**config.mk**
```make
export PLATFORM = sky130hd
export DESIGN_NAME = life_gen_ctrl_flat
export DESIGN_NICKNAME = d
export VERILOG_FILES = /design/src/rtl/life_gen_ctrl_pkg.sv /design/src/rtl/life_gen_ctrl_if.sv /design/src/rtl/life_gen_ctrl_tick_div.sv /design/src/rtl/life_gen_ctrl.sv /design/src/flat_wrapper.sv
export SDC_FILE = /design/constraint.sdc
export NUM_CORES = 1
export LEC_CHECK = 0
export BUFFER_PORTS_ARGS = -buffer_cell sky130_fd_sc_hd__buf_2
export CAP_MARGIN = 20
export CELL_PAD_IN_SITES_DETAIL_PLACEMENT = 1
export CELL_PAD_IN_SITES_GLOBAL_PLACEMENT = 2
export CORE_MARGIN = 2
export CORE_UTILIZATION = 28
export CTS_BUF_LIST = sky130_fd_sc_hd__clkbuf_4 sky130_fd_sc_hd__clkbuf_8 sky130_fd_sc_hd__clkbuf_16
export CTS_CLUSTER_SIZE = 10
export DETAILED_ROUTE_END_ITERATION = 10
export GPL_TIMING_DRIVEN = 0
export PLACE_DENSITY = 0.77
export SYNTH_ARGS = -nofsm -noshare
export SYNTH_HDL_FRONTEND = slang
export SYNTH_SLANG_ARGS = --single-unit
```
**constraint.sdc**
```tcl
create_clock -name clk -period 2.95 [get_ports clk]
set_clock_uncertainty 0.15 [all_clocks]
set_input_delay 0.295 -clock clk [delete_from_list [all_inputs] [get_ports clk]]
set_output_delay 0.295 -clock clk [all_outputs]
set_load 0.01 [all_outputs]
```
**src/rtl/life_gen_ctrl_pkg.sv**
```systemverilog
// Shared types and grid geometry for the Game of Life generation controller.
package life_pkg;

    localparam int GRID_W = 64;
    localparam int ROW_W  = 8;

    typedef enum logic [1:0] {
        IDLE = 2'd0,
        RUN  = 2'd1,
        HALT = 2'd2
    } life_state_t;

endpackage

```
**src/rtl/life_gen_ctrl_if.sv**
```systemverilog
// Command/status bundle between the generation controller and its host/datapath.
interface life_gen_ctrl_if
    import life_pkg::*;
#(
    parameter int GEN_W = 16
);
    logic              load;
    logic [GRID_W-1:0] seed;
    logic              run;
    logic              step;
    logic              stop;
    logic [GRID_W-1:0] grid_evolve;
    logic [GRID_W-1:0] grid;
    logic [GEN_W-1:0]  gen_count;
    logic              running;
    logic              done;
    logic              stable;
    logic              extinct;
    logic              osc2;

    modport master (
        output load, seed, run, step, stop, grid_evolve,
        input  grid, gen_count, running, done, stable, extinct, osc2
    );

    modport slave (
        input  load, seed, run, step, stop, grid_evolve,
        output grid, gen_count, running, done, stable, extinct, osc2
    );
endinterface

```
**src/rtl/life_gen_ctrl_tick_div.sv**
```systemverilog
// Generation-rate divider: counts 0..TICK_DIV-1 and flags the terminal count.
module life_tick_div #(
    parameter int TICK_DIV = 4
) (
    input  logic clk,
    input  logic reset,
    input  logic clr,
    input  logic en,
    output logic tick
);
    localparam int CNT_W = (TICK_DIV > 1) ? $clog2(TICK_DIV) : 1;
    localparam logic [CNT_W-1:0] TC = CNT_W'(TICK_DIV - 1);

    logic [CNT_W-1:0] cnt;

    assign tick = (cnt == TC);

    always_ff @(posedge clk or posedge reset) begin
        if (reset) begin
            cnt <= '0;
        end else if (clr) begin
            cnt <= '0;
        end else if (en) begin
            cnt <= tick ? '0 : cnt + CNT_W'(1);
        end
    end
endmodule

```
**src/rtl/life_gen_ctrl.sv**
```systemverilog
// Generation controller: owns the grid register, commits evolve results, auto-halts.
// Optional period-2 oscillator detection is built when LIFE_OSC2_DETECT_EN is defined.
//
// state | meaning
// IDLE  | holding; step commits one generation, run starts free-running
// RUN   | committing one generation every TICK_DIV cycles
// HALT  | still life / extinction / limit / oscillator reached; only load exits
module life_gen_ctrl
    import life_pkg::*;
#(
    parameter int GEN_W    = 16,
    parameter int MAX_GEN  = 1000,
    parameter int TICK_DIV = 4
) (
    input logic             clk,
    input logic             reset,
    life_gen_ctrl_if.slave  bus
);
    life_state_t       state, state_nxt;
    logic [GRID_W-1:0] grid_q;
    logic [GEN_W-1:0]  gen_q, gen_nxt;
    logic              stable_q, extinct_q, osc2_q;
    logic              tick, tick_en, tick_clr, commit, halt_hit, osc2_hit;

    life_tick_div #(.TICK_DIV(TICK_DIV)) u_tick (
        .clk   (clk),
        .reset (reset),
        .clr   (tick_clr),
        .en    (tick_en),
        .tick  (tick)
    );

    assign gen_nxt = (&gen_q) ? gen_q : gen_q + GEN_W'(1);

`ifdef LIFE_OSC2_DETECT_EN
    logic [GRID_W-1:0] prev_grid;
    logic              prev_valid;

    assign osc2_hit = prev_valid && (bus.grid_evolve == prev_grid)
                      && (bus.grid_evolve != grid_q);

    always_ff @(posedge clk or posedge reset) begin
        if (reset) begin
            prev_grid  <= '0;
            prev_valid <= 1'b0;
            osc2_q     <= 1'b0;
        end else if (bus.load) begin
            prev_grid  <= '0;
            prev_valid <= 1'b0;
            osc2_q     <= 1'b0;
        end else if (commit) begin
            prev_grid  <= grid_q;
            prev_valid <= 1'b1;
            osc2_q     <= osc2_q | osc2_hit;
        end
    end
`else
    assign osc2_hit = 1'b0;
    assign osc2_q   = 1'b0;
`endif

    assign halt_hit = (bus.grid_evolve == grid_q) || (bus.grid_evolve == '0)
                      || (gen_nxt == GEN_W'(MAX_GEN)) || osc2_hit;

    always_ff @(posedge clk or posedge reset) begin
        if (reset) begin
            state <= IDLE;
        end else begin
            state <= state_nxt;
        end
    end

    // Priority load > stop > run > step; the tick counter only advances in RUN.
    always_comb begin
        state_nxt = state;
        commit    = 1'b0;
        tick_en   = 1'b0;
        tick_clr  = 1'b1;
        if (bus.load) begin
            state_nxt = IDLE;
        end else begin
            case (state)
                IDLE: begin
                    if (!bus.stop && bus.run) begin
                        state_nxt = RUN;
                    end else if (!bus.stop && bus.step) begin
                        commit = 1'b1;
                    end
                end
                RUN: begin
                    if (bus.stop) begin
                        state_nxt = IDLE;
                    end else begin
                        tick_clr = 1'b0;
                        tick_en  = 1'b1;
                        if (tick) begin
                            commit = 1'b1;
                            if (halt_hit) state_nxt = HALT;
                        end
                    end
                end
                HALT:    state_nxt = HALT;
                default: state_nxt = IDLE;
            endcase
        end
    end

    always_ff @(posedge clk or posedge reset) begin
        if (reset) begin
            grid_q    <= '0;
            gen_q     <= '0;
            stable_q  <= 1'b0;
            extinct_q <= 1'b0;
        end else if (bus.load) begin
            grid_q    <= bus.seed;
            gen_q     <= '0;
            stable_q  <= 1'b0;
            extinct_q <= 1'b0;
        end else if (commit) begin
            grid_q    <= bus.grid_evolve;
            gen_q     <= gen_nxt;
            stable_q  <= (bus.grid_evolve == grid_q);
            extinct_q <= (bus.grid_evolve == '0);
        end
    end

    assign bus.grid      = grid_q;
    assign bus.gen_count = gen_q;
    assign bus.running   = (state == RUN);
    assign bus.done      = (state == HALT);
    assign bus.stable    = stable_q;
    assign bus.extinct   = extinct_q;
    assign bus.osc2      = osc2_q;
endmodule

```
**src/flat_wrapper.sv**
```systemverilog
// flat-port wrapper written by rule: the top's interface ports become plain ports
module life_gen_ctrl_flat import life_pkg::*;
#(
    parameter int GEN_W    = 16,
    parameter int MAX_GEN  = 1000,
    parameter int TICK_DIV = 4
)
  (clk, reset, bus_load, bus_seed, bus_run, bus_step, bus_stop, bus_grid_evolve, bus_grid, bus_gen_count, bus_running, bus_done, bus_stable, bus_extinct, bus_osc2);
  life_gen_ctrl_if #(.GEN_W(GEN_W)) bus_i ();
  input logic clk;
  input logic reset;
  input wire logic [$bits(bus_i.load)-1:0] bus_load;
  input wire logic [$bits(bus_i.seed)-1:0] bus_seed;
  input wire logic [$bits(bus_i.run)-1:0] bus_run;
  input wire logic [$bits(bus_i.step)-1:0] bus_step;
  input wire logic [$bits(bus_i.stop)-1:0] bus_stop;
  input wire logic [$bits(bus_i.grid_evolve)-1:0] bus_grid_evolve;
  output wire logic [$bits(bus_i.grid)-1:0] bus_grid;
  output wire logic [$bits(bus_i.gen_count)-1:0] bus_gen_count;
  output wire logic [$bits(bus_i.running)-1:0] bus_running;
  output wire logic [$bits(bus_i.done)-1:0] bus_done;
  output wire logic [$bits(bus_i.stable)-1:0] bus_stable;
  output wire logic [$bits(bus_i.extinct)-1:0] bus_extinct;
  output wire logic [$bits(bus_i.osc2)-1:0] bus_osc2;
  assign bus_i.load = bus_load;
  assign bus_i.seed = bus_seed;
  assign bus_i.run = bus_run;
  assign bus_i.step = bus_step;
  assign bus_i.stop = bus_stop;
  assign bus_i.grid_evolve = bus_grid_evolve;
  assign bus_grid = bus_i.grid;
  assign bus_gen_count = bus_i.gen_count;
  assign bus_running = bus_i.running;
  assign bus_done = bus_i.done;
  assign bus_stable = bus_i.stable;
  assign bus_extinct = bus_i.extinct;
  assign bus_osc2 = bus_i.osc2;
  life_gen_ctrl #(.GEN_W(GEN_W), .MAX_GEN(MAX_GEN), .TICK_DIV(TICK_DIV)) u_core (.clk(clk), .reset(reset), .bus(bus_i));
endmodule
```
==> metrics.txt, run 1 <==
status=finished, final reports clean; crit path kind=flip-flop to flip-flop; clock sink count=86; largest net degree at the start of global routing=47; count of final hold-check violations=0; Req. time, crit path=3.04 ns; Post-Synthesis Cells=551; Pwr per Cell Area=473.6 mW/mm²; fin crit period=2.718 ns; initial antenna violation count=2; Ports=219; Comb power frac=0.203; cts repair resizes=0; die height=140.8 µm; post-synthesis sequential area ratio=0.4105; core footprint=0.01852 mm²; worst-skew pair later-pin latency=0.34 ns; Unique masters post-synth=49; Layout area overhead=34.46%; row count=50; GRT Overall Usage=0.2155; Ys Warns=0; Critical Path Source Type=flip-flop; Internal=2.348 mW; most frequent cells in the layout=buf_2, dfrtp_1, nand2_1; crit path capture type=flip-flop; Post-DP Area=0.006646 mm²; # DRC=0; switch share=0.2967; Max Slew Vio Count=0; Cell Area, Synth=0.005243 mm²; Hold Worst Slack=0.007774 ns; CP arrival=2.80 ns; grt ovf=0; Final Instance Count excl. Fillers=1,026; drt first pass iters=4; DIE WIDTH=140.8 µm; Synth Flop Type=dfrtp_1; met2 usage=0.3754; worst-path fanout max=10; starting density of the core=0.2831; #FFs+latches synth=86; die area=0.01983 mm²; clock buffer depth=2; ys async rst share=1.000; Avg WL per Cell=20.64 µm; first-pass GRT wire length=32,680 µm; most used routing layer in global routing=met2; CTS tree=built; Routed Antenna Nets=0; sequential fraction of design power=0.409; GR Util met3=0.03974; Worst Tran Pin Value=0.6453 ns; Detail Placement HPWL=16,990 µm; f_max=367.9 MHz; number of flops mapped to enable cells by yosys=0; Worst Hold Class=input port to flip-flop; Buffers on Ports=216; via count=5,139; total power=3.338 mW; vias per std cell=5.009; CTS root buf=clkbuf_16; Placed Cells=1,002; post-route cell area=0.007049 mm²; unrepaired setup endpoints after global routing=no; vias in the first global route=5,611; drt total wl=21,170 µm; share of cells above drive strength 1=0.3253; clock share of power=0.389; NetSw=0.9906 mW; max_cap viols=0; setup TNS=0 ns; grt met1 use=0.2750; Clk pin slew, worst setup/hold paths=0.07 ns; most common cell after layout, fill and taps aside=buf_2; final count of negative-setup-slack endpoints=0; Slew HR=0.5658; period utilization=0.9214; mean area per synthesized cell=9.515 µm²; DR iter-0 viols=160; syn nets=687; GPL Wtd Cong=0.8364; Peak VDD IR=0.0002597 V; nets=922; CTS H-tree lvls=3; leak pwr=3.654 nW; CTS buffer count=9
## cells in the mapped netlist (2+ instances only)
master,instances,area (µm²)
or2_2,2,12.51
nor2_1,28,105.1
nor3_1,7,35.03
clkbuf_8,2,27.53
ha_1,2,25.02
mux2i_1,69,690.7
dfrtp_1,86,2152
o21ai_0,67,335.3
and3_1,3,18.77
nand3_1,6,30.03
nor2b_1,4,25.02
a31oi_1,2,12.51
inv_1,4,15.01
xor2_1,66,578.1
nand4b_1,2,17.52
nand4_1,14,87.58
nor4_1,34,212.7
xnor2_1,11,96.34
or3_1,3,18.77
a211oi_1,3,22.52
o221ai_1,2,17.52
and4_1,2,17.52
a21oi_1,9,45.04
nand2_1,75,281.5
buf_4,9,67.56
clkbuf_1,16,60.06
## through the flow
step	util	setup WS (ns)
after CTS	0.3804	0.2326
after global placement	0.3573	-1.043
after global routing	0.3807	0.06073
after detailed placement	0.3589	0.2576
final	0.3807	0.2320
after floorplan	-	0.2832
## power by group through the flow
stage                     combinational [mW]  sequential (mW)  clock [mW]
after floorplan                        0.278             1.41           0
after global routing                   0.745             1.38        1.36
after CTS                              0.690             1.36        1.33
after detailed placement               0.681             1.39           0
after global placement                 0.664             1.38           0
final                                  0.676             1.36        1.30
## final cells by class
type	instances	area [µm²]
fillers	2240	11470
multi-input cells	431	2878
flip-flops and latches	86	2152
repair buffers	224	1179
well taps	234	292.8
clock buffers	12	260.3
plain buffers	30	197.7
clock inverters	3	67.56
inverters	4	17.52
diodes	2	5.005
## logic make-up after synthesis
group           Yosys count  synth area share
compound gates           90           0.09570
other cells               1         0.0007153
buf+inv                  34           0.04057
fa+ha+maj                 2          0.004773
xor+xnor                 77            0.1286
mux                      69            0.1317
flops                    86            0.4105
simple gates            192            0.1874
## sequential cells by signal, summed over array words and instances (netlist names)
name and count:
u_core.bus.stable 1, u_core.bus.grid 64, u_core.state 2, u_core.bus.gen_count 16, u_core.bus.extinct 1, u_core.u_tick.cnt 2
## path summary, 6_finish.rpt
check / slack [ns] / depth (start not counted) / from / endpoint
min in group asynchronous: 0.41 / 3 / reset / u_core.bus.gen_count[3]
worst max register to register: 0.23 / 7 / u_core.bus.gen_count[1] / u_core.state[0]
worst min-delay path: 0.008 / 3 / bus_seed[31] / u_core.bus.grid[31]
worst min register to register: 0.30 / 1 / u_core.u_tick.cnt[0] / u_core.u_tick.cnt[0]
worst max-delay path: 0.23 / 7 / u_core.bus.gen_count[1] / u_core.state[0]
max in group asynchronous: 1.57 / 4 / reset / u_core.bus.grid[24]
## worst max-delay path: stages, from the launching register on
cell and delay, ns:
dfrtp_1 0.55, ha_1 0.37, nand4_1 0.27, nor2_1 0.31
mux2i_1 0.23, a31oi_1 0.12, or3_1 0.44, a2bb2oi_1 0.16
## what timing repair did
item / 4_1_cts / 5_1_grt
hold buffers: 7 / 0
buffers inserted: 0 / 0
hold endpoints to repair: 46 / 0
## metal layers
layer	wire, µm	share of wire
met5	0	0
met2	10480	0.49
met3	1123	0.053
met1	9197	0.43
met4	371	0.018
(Power assumes the default switching activity.)
==> run 2: changes to the inputs <==
--- a/config.mk
+++ b/config.mk
@@ -7,10 +7,8 @@
 export LEC_CHECK = 0
 export BUFFER_PORTS_ARGS = -buffer_cell sky130_fd_sc_hd__buf_2
 export CAP_MARGIN = 20
-export CELL_PAD_IN_SITES_DETAIL_PLACEMENT = 1
-export CELL_PAD_IN_SITES_GLOBAL_PLACEMENT = 2
 export CORE_MARGIN = 2
-export CORE_UTILIZATION = 28
+export CORE_UTILIZATION = 49
 export CTS_BUF_LIST = sky130_fd_sc_hd__clkbuf_4 sky130_fd_sc_hd__clkbuf_8 sky130_fd_sc_hd__clkbuf_16
 export CTS_CLUSTER_SIZE = 10
 export DETAILED_ROUTE_END_ITERATION = 10
==> metrics.txt, run 2 (synthesis gave the netlist of run 1 again) <==
count of final hold-check violations=0 (unchanged); nets=946 (+2.6%); die height=107.4 µm (-24%); initial antenna violation count=0 (-2); Buffers on Ports=216 (unchanged); vias in the first global route=5,315 (-5.3%); final count of negative-setup-slack endpoints=0 (unchanged); core footprint=0.01037 mm² (-44%); row count=37 (-26%); total power=2.862 mW (-14%); DR iter-0 viols=336 (+110%); CP arrival=2.80 ns (about the same); Detail Placement HPWL=13,970 µm (-18%); first-pass GRT wire length=27,460 µm (-16%); max reg flops=64 (unchanged); f_max=370.9 MHz (+0.80%); largest net degree at the start of global routing=65 (+38%); cts repair resizes=0 (unchanged); CTS tree=built; most frequent cells in the layout=buf_2, dfrtp_1, nand2_1; worst-path fanout max=10 (unchanged); Avg WL per Cell=18.92 µm (-8.3%); Slew HR=0.6102 (+0.04435); Routed Antenna Nets=0 (unchanged); Worst Tran Pin Value=0.5848 ns (-0.06058 ns); Ports=219 (unchanged); die area=0.01154 mm² (-42%); crit-path max cell delay=0.56 ns (about the same); crit path kind=flip-flop to flip-flop; critical-path cell list=ha_1, nand4_1, nor3_1, mux2i_1, o21ai_0, or3_1, a2bb2oi_1; Clk pin slew, worst setup/hold paths=0.08 ns (about the same); drt total wl=17,990 µm (-15%); clock sink count=86 (unchanged); GRT Overall Usage=0.3113 (+0.09574); vias per std cell=5.629 (+12%); fin crit period=2.696 ns (-0.02155 ns); unrepaired setup endpoints after global routing=no; # DRC=0 (unchanged); starting density of the core=0.5056 (+0.2224); worst-skew pair later-pin latency=0.36 ns (+0.02 ns); CTS buffer count=9 (unchanged); via count=5,353 (+4.2%); crit path capture type=flip-flop; Layout area overhead=33.99%; DIE WIDTH=107.4 µm (-24%); Pwr per Cell Area=407.4 mW/mm² (-14%); CTS root buf=clkbuf_8; Req. time, crit path=3.05 ns (about the same); CTS H-tree lvls=3 (unchanged); most common cell after layout, fill and taps aside=buf_2; clock buffer depth=2 (unchanged); Peak VDD IR=0.0002418 V (-6.9%); share of cells above drive strength 1=0.3166 (-0.008752); status=finished, final reports clean; drt first pass iters=4 (unchanged); antenna cells=0 (-2); Max Slew Vio Count=0 (unchanged); Critical Path Source Type=flip-flop; GPL Wtd Cong=0.9190 (+9.9%); Worst Hold Class=input port to flip-flop; grt ovf=0 (unchanged); max_cap viols=0 (unchanged); CP max-delay cell=dfrtp_1; leak pwr=3.694 nW (+1.1%); setup TNS=0 ns (unchanged); period utilization=0.9141 (-0.007305)
-- run 2: layout make-up --
| type | instances | area (µm²) |
|---|---|---|
| Buffer | 30 | 197.7 |
| Clock buffer | 13 | 172.7 |
| Clock inverter | 3 | 17.52 |
| Fill cell | 878 | 3346 |
| Inverter | 4 | 17.52 |
| Multi-Input combinational cell | 431 | 2878 |
| Sequential cell | 86 | 2152 |
| Tap cell | 136 | 170.2 |
| Timing Repair Buffer | 248 | 1419 |
-- run 2: final timing paths --
check | from | end | slack (ns) | cells after the start
setup / recovery | u_core.bus.gen_count[1] | u_core.state[0] | 0.25 | 7
hold / removal | bus_seed[12] | u_core.bus.grid[12] | 0.003 | 3
setup reg to reg | u_core.bus.gen_count[1] | u_core.state[0] | 0.25 | 7
hold reg to reg | u_core.u_tick.cnt[0] | u_core.u_tick.cnt[0] | 0.30 | 1
max in group asynchronous | reset | u_core.bus.grid[26] | 1.72 | 4
min in group asynchronous | reset | u_core.bus.grid[58] | 0.31 | 3
-- run 2: report_power, final --
part	leakage, nW	total [mW]	switching [mW]	internal [mW]
Sequential	1.08	1.36	0.0950	1.27
Combinational	2.51	0.686	0.380	0.306
Clock	0.0988	0.814	0.431	0.383
-- run 2: repair_timing --
item | CTS | global route
buffers inserted | 0 | 0
hold buffers | 31 | 0
endpoints found under the hold margin | 52 | 0
-- run 2: per-stage QoR --
| step | instance area (µm²) | hold slack (ns) | std cells | utilization | setup slack [ns] |
|---|---|---|---|---|---|
| floorplan | 5243 | 0.2618 | 551 | - | 0.2832 |
| global placement | 6494 | 0.2768 | 903 | 0.6262 | -0.8094 |
| detailed placement | 6524 | 0.1429 | 904 | 0.6291 | 0.2956 |
| CTS | 7024 | 0.0001703 | 951 | 0.6774 | 0.2660 |
| global route | 7024 | 0.003829 | 951 | 0.6774 | 0.04721 |
| finish | 7024 | 0.002902 | 951 | 0.6774 | 0.2535 |
-- run 2: routing by layer --
layer / vias up / share of wire / global-route usage
met5: - / 0 / 0
met4: 0 / 0.035 / 0.1264
met1: 2571 / 0.40 / 0.3896
met2: 261 / 0.49 / 0.5253
li1: 2470 / - / -
met3: 51 / 0.081 / 0.06477
-- run 2: critical path: cells and delay by family, from the launching register on --
kind	cells	cell delay [ns]
and+or+nand+nor	3	0.94
AOI/OAI and AO/OA	2	0.28
DFF	1	0.56
adders and majority gates	1	0.36
muxes	1	0.30
==> run 3: changes to the inputs <==
--- a/config.mk
+++ b/config.mk
@@ -13,7 +13,7 @@
 export CTS_CLUSTER_SIZE = 10
 export DETAILED_ROUTE_END_ITERATION = 10
 export GPL_TIMING_DRIVEN = 0
-export PLACE_DENSITY = 0.77
+export PLACE_DENSITY_LB_ADDON = 0.15
 export SYNTH_ARGS = -nofsm -noshare
 export SYNTH_HDL_FRONTEND = slang
 export SYNTH_SLANG_ARGS = --single-unit
==> metrics.txt, run 3 (synthesis gave the netlist of run 1 again) <==
share of cells above drive strength 1=0.3083 (-0.008221); Pwr per Cell Area=405.2 mW/mm² (-0.54%); first-pass GRT wire length=27,710 µm (+0.93%); fill count=849 (-3.3%); setup TNS=0 ns (unchanged); Worst Tran Pin Value=0.7094 ns (+0.1246 ns); initial antenna violation count=1 (+1); Slew HR=0.5227 (-0.08745); count of final hold-check violations=1 (+1); starting density of the core=0.5056 (unchanged); via count=5,506 (+2.9%); clock buffer depth=2 (unchanged); Ports=219 (unchanged); CTS buffer count=9 (unchanged); grt ovf=0 (unchanged); Clk pin slew, worst setup/hold paths=0.08 ns (about the same); Worst Min Path Start=bus_seed[52]; drt first pass iters=5 (+1); Req. time, crit path=3.08 ns (+0.03 ns); leak pwr=3.753 nW (+1.6%); # DRC=0 (unchanged); nets=961 (+1.6%); Buffers on Ports=216 (unchanged); CP startpoint=u_core.bus.gen_count[1]; antenna cells=0 (unchanged); most frequent cells in the layout=buf_2, dfrtp_1, nand2_1; worst-skew pair later-pin latency=0.37 ns (about the same); total power=2.903 mW (+1.4%); most common cell after layout, fill and taps aside=buf_2; unrepaired setup endpoints after global routing=no; period utilization=0.9340 (+0.01996); final setup margin=0.1947 ns (-0.05887 ns); crit path capture type=flip-flop; CTS H-tree lvls=3 (unchanged); Worst Hold Class=input port to flip-flop; Avg WL per Cell=19.25 µm (+1.8%); worst r2r src=u_core.bus.gen_count[1]; failing checks=negative hold slack; CP arrival=2.89 ns (+0.09 ns); GPL Wtd Cong=0.9233 (+0.47%); Peak VDD IR=0.0002618 V (+8.3%); fin crit period=2.755 ns (+0.05887 ns); vias per std cell=5.718 (+1.6%); Post-DP Area=0.006524 mm² (unchanged); f_max=362.9 MHz (-2.1%); GRT Overall Usage=0.3181 (+0.006860); max_cap viols=0 (unchanged); CTS tree=built; Routed Antenna Nets=0 (unchanged); die area=0.01154 mm² (unchanged); Max Slew Vio Count=0 (unchanged); die height=107.4 µm (unchanged); Critical Path Source Type=flip-flop; CTS root buf=clkbuf_8; vias in the first global route=5,340 (+0.47%); status=finished, violations left; final count of negative-setup-slack endpoints=0 (unchanged); clock sink count=86 (unchanged); drt total wl=18,540 µm (+3.1%); DR iter-0 viols=360 (+7.1%); post-CTS setup buffers=0 (unchanged); crit path kind=flip-flop to flip-flop; post-route cell area=0.007164 mm² (+2.0%); max reg flops=64 (unchanged); row count=37 (unchanged); Layout area overhead=36.66%; Hold Worst Slack=-0.003442 ns (-0.006344 ns); pre-CTS setup slack=0.3106 ns (+0.01496 ns); worst-path fanout max=10 (unchanged); DIE WIDTH=107.4 µm (unchanged); Detail Placement HPWL=13,940 µm (-0.23%); core footprint=0.01037 mm² (unchanged); largest net degree at the start of global routing=49 (-25%)
[run 3: cell types whose count changed in the layout (fill, tap and decap cells not counted)]
cell           before  now
bufinv_16           0    1
clkbuf_8           14   12
clkinv_2            2    1
clkinvlp_4          1    0
dlygate4sd3_1      31   46
[run 3: through the flow]
| step | utilization | hold slack [ns] | instances |
|---|---|---|---|
| after floorplan | - | 0.2618 | 551 |
| after global placement | 0.6262 | 0.2757 | 903 |
| after detailed placement | 0.6291 | 0.2261 | 904 |
| after CTS | 0.6909 | 0.0005494 | 963 |
| after global routing | 0.6909 | 0.005170 | 963 |
| final | 0.6909 | -0.003442 | 963 |
[run 3: final timing paths]
check,to,slack (ns),cells past startpoint
max,u_core.state[1],0.19,7
min,u_core.bus.grid[52],-0.003,3
max reg2reg,u_core.state[1],0.19,7
min reg2reg,u_core.u_tick.cnt[0],0.30,1
max in group asynchronous,u_core.bus.gen_count[4],1.65,4
min in group asynchronous,u_core.bus.grid[0],0.37,3
[run 3: cell type report]
| type | count | area, µm² | share of cell area |
|---|---|---|---|
| Tap cell | 136 | 170.2 | 0.02375 |
| Clock inverter | 2 | 35.03 | 0.004890 |
| Multi-Input combinational cell | 431 | 2878 | 0.4017 |
| Clock buffer | 11 | 145.1 | 0.02026 |
| Timing Repair Buffer | 263 | 1569 | 0.2190 |
| Inverter | 4 | 17.52 | 0.002445 |
| Sequential cell | 86 | 2152 | 0.3004 |
| Buffer | 30 | 197.7 | 0.02759 |
[run 3: routing by layer]
metal,part of all wire,GRT usage,vias to the layer above
met5,0.00070,0,-
met4,0.028,0.1300,2
met3,0.079,0.06235,43
met2,0.48,0.5176,290
met1,0.41,0.4167,2666
li1,-,-,2505
[run 3: critical path: stages, from the launching register on]
cell and delay, ns:
dfrtp_1 0.54, ha_1 0.36, nand4_1 0.32, nor3_1 0.31, mux2i_1 0.30, o21ai_0 0.12, or3_1 0.38, o2bb2ai_1 0.19
[run 3: what timing repair did]
item / 4_1_cts / 5_1_grt
hold buffers: 46 / 0
hold endpoints to repair: 83 / 0
endpoints found under the setup margin: 0 / 0
gates resized for setup: 0 / 0
[run 3: report_power, final]
group	switching (mW)	internal, mW	total [mW]	leakage [nW]
sequential	0.0944	1.27	1.36	1.08
clock	0.422	0.409	0.831	0.0945
combinational	0.392	0.319	0.710	2.57
